--- src/rtl/uart_tx_fifo_ctrl.sv ---
// Transmit FIFO plus launch sequencer in front of a UART transmitter.
// Buffers host bytes and hands them out one at a time, waiting for tx_done_tick between launches.
module uart_tx_fifo_ctrl #(
   parameter int DBIT   = 8,
   parameter int ADDR_W = 4
) (
   input  logic              clk,
   input  logic              reset_n,
   input  logic              wr_en,
   input  logic [DBIT-1:0]   wr_data,
   input  logic              tx_done_tick,
   output logic              tx_start,
   output logic [DBIT-1:0]   tx_din,
   output logic              full,
   output logic              empty,
   output logic [ADDR_W:0]   count,
   output logic              busy,
   output logic              overflow
);
   // state    | meaning
   // S_IDLE   | transmitter free; launch the head byte if the FIFO holds one
   // S_LAUNCH | tx_start high for exactly this cycle
   // S_WAIT   | byte in flight; waiting for tx_done_tick
   typedef enum logic [1:0] {
      S_IDLE   = 2'b00,
      S_LAUNCH = 2'b01,
      S_WAIT   = 2'b10
   } state_t;

   localparam int                DEPTH    = 1 << ADDR_W;
   localparam logic [ADDR_W:0]   FULL_CNT = (ADDR_W+1)'(DEPTH);
   localparam logic [ADDR_W:0]   CNT_ONE  = (ADDR_W+1)'(1);
   localparam logic [ADDR_W-1:0] PTR_ONE  = ADDR_W'(1);

   logic [DBIT-1:0]   mem [DEPTH];
   logic [ADDR_W-1:0] wr_ptr;
   logic [ADDR_W-1:0] rd_ptr;
   state_t            state;
   state_t            state_next;
   logic              pop;
   logic              busy_clr;
   logic              wr_ok;

   assign full  = (count == FULL_CNT);
   assign empty = (count == '0);
   // A pop in the same cycle frees a slot, so a write while full is still accepted then.
   assign wr_ok = wr_en && (!full || pop);

   always_comb begin
      state_next = state;
      pop        = 1'b0;
      busy_clr   = 1'b0;
      case (state)
         S_IDLE: begin
            if (!empty) begin
               pop        = 1'b1;
               state_next = S_LAUNCH;
            end
         end
         S_LAUNCH: state_next = S_WAIT;
         S_WAIT: begin
            if (tx_done_tick) begin
               busy_clr   = 1'b1;
               state_next = S_IDLE;
            end
         end
         default: begin
            busy_clr   = 1'b1;
            state_next = S_IDLE;
         end
      endcase
   end

   always_ff @(posedge clk) begin
      if (!reset_n) state <= S_IDLE;
      else          state <= state_next;
   end

   // Storage is deliberately left out of reset.
   always_ff @(posedge clk) begin
      if (wr_ok) mem[wr_ptr] <= wr_data;
   end

   always_ff @(posedge clk) begin
      if (!reset_n) begin
         wr_ptr   <= '0;
         rd_ptr   <= '0;
         count    <= '0;
         tx_start <= 1'b0;
         tx_din   <= '0;
         busy     <= 1'b0;
         overflow <= 1'b0;
      end else begin
         if (wr_ok) wr_ptr <= wr_ptr + PTR_ONE;
         if (pop) begin
            rd_ptr <= rd_ptr + PTR_ONE;
            tx_din <= mem[rd_ptr];
         end
         if (wr_ok && !pop)      count <= count + CNT_ONE;
         else if (pop && !wr_ok) count <= count - CNT_ONE;
         tx_start <= pop;
         if (pop)           busy <= 1'b1;
         else if (busy_clr) busy <= 1'b0;
         if (wr_en && !wr_ok) overflow <= 1'b1;
      end
   end

endmodule

--- config.mk ---
export PLATFORM = sky130hd
export DESIGN_NAME = uart_tx_fifo_ctrl
export DESIGN_NICKNAME = d
export VERILOG_FILES = /design/src/rtl/uart_tx_fifo_ctrl.sv
export SDC_FILE = /design/constraint.sdc
export NUM_CORES = 1
export LEC_CHECK = 0
export BUFFER_PORTS_ARGS = -buffer_cell sky130_fd_sc_hd__buf_4
export CORE_ASPECT_RATIO = 0.6
export CORE_MARGIN = 4
export CORE_UTILIZATION = 57
export CTS_BUF_LIST = sky130_fd_sc_hd__clkbuf_8
export DETAILED_ROUTE_END_ITERATION = 12
export PLACE_DENSITY = 0.86
export SYNTH_ARGS = -nofsm -noshare
export SYNTH_HDL_FRONTEND = slang
export SYNTH_SLANG_ARGS = --single-unit
--- constraint.sdc ---
create_clock -name clk -period 2.3 [get_ports clk]
set_input_delay 0.115 -clock clk [delete_from_list [all_inputs] [get_ports clk]]
set_output_delay 0.115 -clock clk [all_outputs]
set_load 0.01 [all_outputs]
## Word level (Yosys, flattened, before mapping)

Memory sizes are Yosys's and may differ from the RTL's. A register that Yosys moved wholly into a read port is not among the register bits.
Cells that the tools add are included.
Widths: inputs -> output; s select.

| word-level totals | value |
|---|---|
| register bits | 18 |
| memories kept | 1 |
| memory bits (writable) | 128 |

Memories:

| memory | depth | width | rd ports | clocked after memory_dff | write ports | line | RTL |
|---|---|---|---|---|---|---|---|
| mem | 16 | 8 | 1 | 1 | 1 | 35 | `logic [DBIT-1:0] mem [DEPTH];` |

| operators by class | value |
|---|---|
| $add $sub $neg | 4 |
| reductions and logical operators | 15 |
| equality and inequality tests | 5 |
| mux-type cells | 13 |

Operator list:

| cell | count |
|---|---|
| $mux 5 | 2 |
| $add 4x1->4 const B | 2 |
| $mux 1 | 7 |
| $pmux 2 s3 | 1 |
| $add 5x1->5 const B | 1 |
| $eq 5x5->1 const B | 1 |
| $logic_not 5->1 | 1 |
| $sub 5x1->5 const B | 1 |
| $logic_and 1x1->1 | 4 |
| $logic_not 1->1 | 4 |
| $mux 2 | 2 |
| $ne 2x2->1 const B | 2 |
| $reduce_bool 2->1 | 2 |
| $eq 2x1->1 const B | 1 |
| $eq 2x2->1 const B | 1 |
| $logic_not 2->1 | 1 |
| $pmux 1 s2 | 1 |
| $reduce_and 2->1 | 1 |
| $reduce_or 2->1 | 1 |
| $logic_or 1x1->1 | 1 |

## Depth between registers and ports, before layout

| logic depth | value |
|---|---|
| word-level depth | 9 |
| mapped depth | 12 |

## Worst setup path before layout

Ideal clock, no wire load.

| timing | value |
|---|---|
| path kind | reg-to-reg |
| start point | register state[1] |
| end point | register count[4] |
| clock period less this slack | 2.518 ns |
| stages on the path, launching flop included | 12 |
| path slack | -0.218 ns |
| arrival | 2.447 ns |
| setup time | 0.072 ns |
| path through | dfxtp_1 or2_2 a21oi_2 buf_2 inv_1 ha_1 inv_1 ha_1 a21o_1 a21oi_1 mux2i_1 mux2i_1 |

| on the way | value |
|---|---|
| word-level cells in the longest chain between the ends | 7 |
| elaborated cells between the ends (all ways) | 10 |

Ends and longest elaborated chain:

| what | line | RTL |
|---|---|---|
| from (decl) | 38 | `state_t state;` |
| from (signal assigned) | 76 | `else state <= state_next;` |
| $logic_not 2->1 (*) | 53 | `case (state)` |
| $mux 1 (*) | 53 |  |
| $logic_or 1x1->1 | 47 | `assign wr_ok = wr_en && (!full \|\| pop);` |
| $logic_and 1x1->1 | 47 |  |
| $logic_not 1->1 | 100 | `else if (pop && !wr_ok) count <= count - CNT_ONE;` |
| $logic_and 1x1->1 | 100 |  |
| $reduce_bool 2->1 (no source line) | - |  |
| to (signal assigned) | 99 | `if (wr_ok && !pop) count <= count + CNT_ONE;` |
| to (signal assigned) | 100 |  |
| to (decl) | 16 | `output logic [ADDR_W:0] count,` |

Every way passes the cells marked *; elsewhere a longest branch is shown, timed or not.
A chain may end at the register's enable or synchronous reset.

## Worst setup path after layout

| timing | value |
|---|---|
| start point | register count[3] |
| end point | register count[4] |

| on the way | value |
|---|---|
| word-level cells in the longest chain between the ends | 8 |
| elaborated cells between the ends (all ways) | 16 |

Ends and longest elaborated chain:

| what | line | RTL |
|---|---|---|
| $logic_not 5->1 | 45 | `assign empty = (count == '0);` |
| $mux 1 | 55 | `if (!empty) begin` |
| $mux 1 | 53 |  |
| $logic_or 1x1->1 | 47 |  |
| $logic_and 1x1->1 | 47 |  |
| $logic_not 1->1 | 100 |  |
| $logic_and 1x1->1 | 100 |  |
| $reduce_bool 2->1 (no source line) | - |  |

Several ways; a longest one is shown, not always the timed one. The select of a mux whose other input is x is not followed.

==> qor.csv <==
metric,value,unit
outcome,finished clean,
fill cell count,683,
Max Cap Viol,0,
RSZ-0062 raised after global routing,yes,
"Async S/R FF share, synth",0,%
"Hold Violations, Final",0,
sw power,2.24,mW
setup violators final,0,
Final period util,97.1,%
post-route ant nets,0,
Wirelength per Cell,22.0,um
clk_lat worst skew,0.45,ns
Die X,142,um
clock root buffer,clkbuf_8,
"reg-to-reg slack, setup",0.07,ns
CTS tree,built,
clk slew on worst S/H paths,0.09,ns
core area,10600,um^2
CP required,2.69,ns
logic gate share of total power,25.4,%
hold path endpoint,mem[9][7],
routed via count,3716,
Tmin final,2.23,ns
share of cells above drive strength 1,22.5,%
"commonest non-fill, non-tap cells in the layout","128 x edfxtp_1, 67 x mux2i_1, 58 x buf_4, 32 x o22ai_1, 21 x dfxtp_1",
PortBufs,29,
syn avg cell area,15.2,um^2
Reg-to-Reg End,count[4],
RR Startpoint,count[3],
Simple-Gate Fraction of Synth Area,6.66,%
"Power, Total",7.61,mW
post-synthesis mux area share,11.0,%
# diodes,0,
Worst Path Arrival,2.62,ns
largest family of logic cells by synthesized area,multiplexers,
Main synth FF type,edfxtp_1,
Iter 0 DRT Violations,454,
WHS Path Cells,1,
#FFs+latches synth,154,
CP Launch Point,count[3],
I/O Pins,30,
number of remaining DRC errors,0,
Startpoint Class,flop,
reg2reg path depth,11,
Syn Nets,430,
P_int,5.37,mW
critical path type,reg -> reg,
Hold Crit Class,in -> reg,
drt total wl,13700,um
hpwl dp,8720,um
Compound-Gate Fraction of Synth Area,5.89,%
Min-Delay Startpoint,wr_data[7],
nets@finish,494,
# rows,29,
LEAKAGE,2.43,nW
Via density,5.96,
Post-Syn Area,6180,um^2
Peak Freq,448,MHz
final design utilization,69.1,%
gr usage total,22.5,%
die height,88.6,um
synth unique cells,34,
first-pass GRT wire length,20500,um
number of global-route vias before repair,3673,
sequential share of the synthesized area,70.7,%
total CTS buffers,17,
die area,12600,um^2
Post-Synth Adder-Cell Area,2.35,%
RePlAce Congestion,0.820,
"commonest non-fill, non-tap cell in the layout",edfxtp_1,
Starting Density,58.5,%
Sequential Power Share,44.1,%
switching share of total power,29.5,%
Post-synth EDFFs,128,
Sinks on Clock Net,154,
power per standard cell area,1040,nW/um^2
H-tree Lvls,4,
final global-route overflow total,0,
post-synthesis cell count,407,
hold_ws,0.0149,ns
yosys warns,0,
Worst setup EP type,flop,
max-slew violations,0,
worst clock skew,0.0100,ns
Peak VDD IR,0.000540,V
initial antenna violation count,0,
Slew headroom,67.3,%
Clock Power Share,30.5,%
DRT Pass-1 Iters,5,
clk buf depth,2,
largest net degree at the start of global routing,67,
worst-margin pin slew,0.491,ns
Layout area overhead,18.1,%
largest fanout on the critical path,4,
Synth Area in XOR/XNOR,1.28,%
power by group through the flow:
| stage | clock (mW) | sequential (mW) | combinational [mW] |
|---|---|---|---|
| finish | 2.32 | 3.36 | 1.94 |
| global route | 2.48 | 3.37 | 2.10 |
| CTS | 2.33 | 3.35 | 1.79 |
| detailed placement | 0 | 3.41 | 1.72 |
| global placement | 0 | 3.40 | 1.64 |
| floorplan | 0 | 3.42 | 1.13 |
layer usage:
metal  track usage (%)  vias to the layer above  share of wire [%]
li1                  -                     1676                  -
met1              31.0                     1860                 42
met2              35.5                      160                 48
met3              6.43                       20                9.0
met4              7.25                        0                1.3
met5                 0                        -                  0
cell type report:
type | instances | area, um^2 | area share [%]
Multi-Input combinational cell | 224 | 1730 | 23.7
Sequential cell | 154 | 4380 | 60.0
Clock inverter | 15 | 224 | 3.07
Inverter | 9 | 38.8 | 0.532
Timing Repair Buffer | 65 | 515 | 7.07
Clock buffer | 17 | 234 | 3.21
Tap cell | 139 | 174 | 2.38
worst max path at each step:
| stage | endpoint | slack [ns] | cells past startpoint |
|---|---|---|---|
| after floorplan | count[3] | -0.004 | 12 |
| after global placement | count[4] | 0.05 | 9 |
| after detailed placement | count[4] | -0.07 | 9 |
| after CTS | count[4] | 0.02 | 10 |
| after global routing | count[4] | -0.09 | 11 |
| final | count[4] | 0.07 | 11 |
flip-flops by register name (all words and copies together) (netlist names):
register and flops:
wr_ptr 4, count 5, state 2, tx_start 1, overflow 1, tx_din 8
mem 128, rd_ptr 4, busy 1
cells by family (layout without fill, tap and decap cells):
kind of cell | Yosys count | in the layout
AO/OA/AOI/OAI | 60 | 60
XOR/XNOR | 9 | 9
adder cells (fa/ha/maj) | 11 | 11
buffers and inverters | 29 | 106
flip-flops | 154 | 154
multiplexers | 68 | 68
AND/OR/NAND/NOR | 76 | 76
metrics by stage:
stage / instances / area [um^2] / setup WS [ns] / TNS [ns]
6_report: 623 / 7290 / 0.0676 / 0
2_1_floorplan: 407 / 6220 / -0.00378 / -0.00510
3_3_place_gp: 579 / 6700 / 0.0528 / 0
3_5_place_dp: 579 / 6700 / -0.0696 / -0.119
5_1_grt: 623 / 7290 / -0.0856 / -0.0985
4_1_cts: 618 / 7230 / 0.0209 / 0
synth_stat cells (3+ instances only):
cell type / instances / area share (%)
a21oi_1: 12 / 0.97
and2_1: 12 / 1.2
buf_2: 7 / 0.57
buf_4: 4 / 0.49
clkbuf_1: 8 / 0.49
dfxtp_1: 26 / 8.4
edfxtp_1: 128 / 62
ha_1: 10 / 2.0
inv_1: 9 / 0.55
mux2i_1: 68 / 11
nand2_1: 13 / 0.79
nand3b_1: 3 / 0.36
nor2_1: 18 / 1.1
nor2b_1: 7 / 0.71
nor3_1: 4 / 0.32
nor4_1: 8 / 0.81
o21ai_0: 12 / 0.97
o22ai_1: 32 / 3.2
xnor2_1: 5 / 0.71
xor2_1: 4 / 0.57
critical path, cell delays in order (launching register included):
cell     delay [ns]
dfxtp_4        0.37
nor4_4         0.24
buf_4          0.19
a21oi_4        0.07
inv_2          0.06
ha_4           0.17
fa_2           0.23
inv_1          0.04
a21o_1         0.18
a21oi_2        0.18
mux2i_2        0.24
mux2i_1        0.19
timing repair:
action                                  4_1_cts  5_1_grt
resized for setup                             1        9
gates cloned                                  0        0
endpoints found under the hold margin        73        0
setup buffers                                 1        5
endpoints found under the setup margin        2        2
pin swaps                                     1        5
hold buffers                                  6        0
Note: power is estimated with default switching activity, not from simulation.
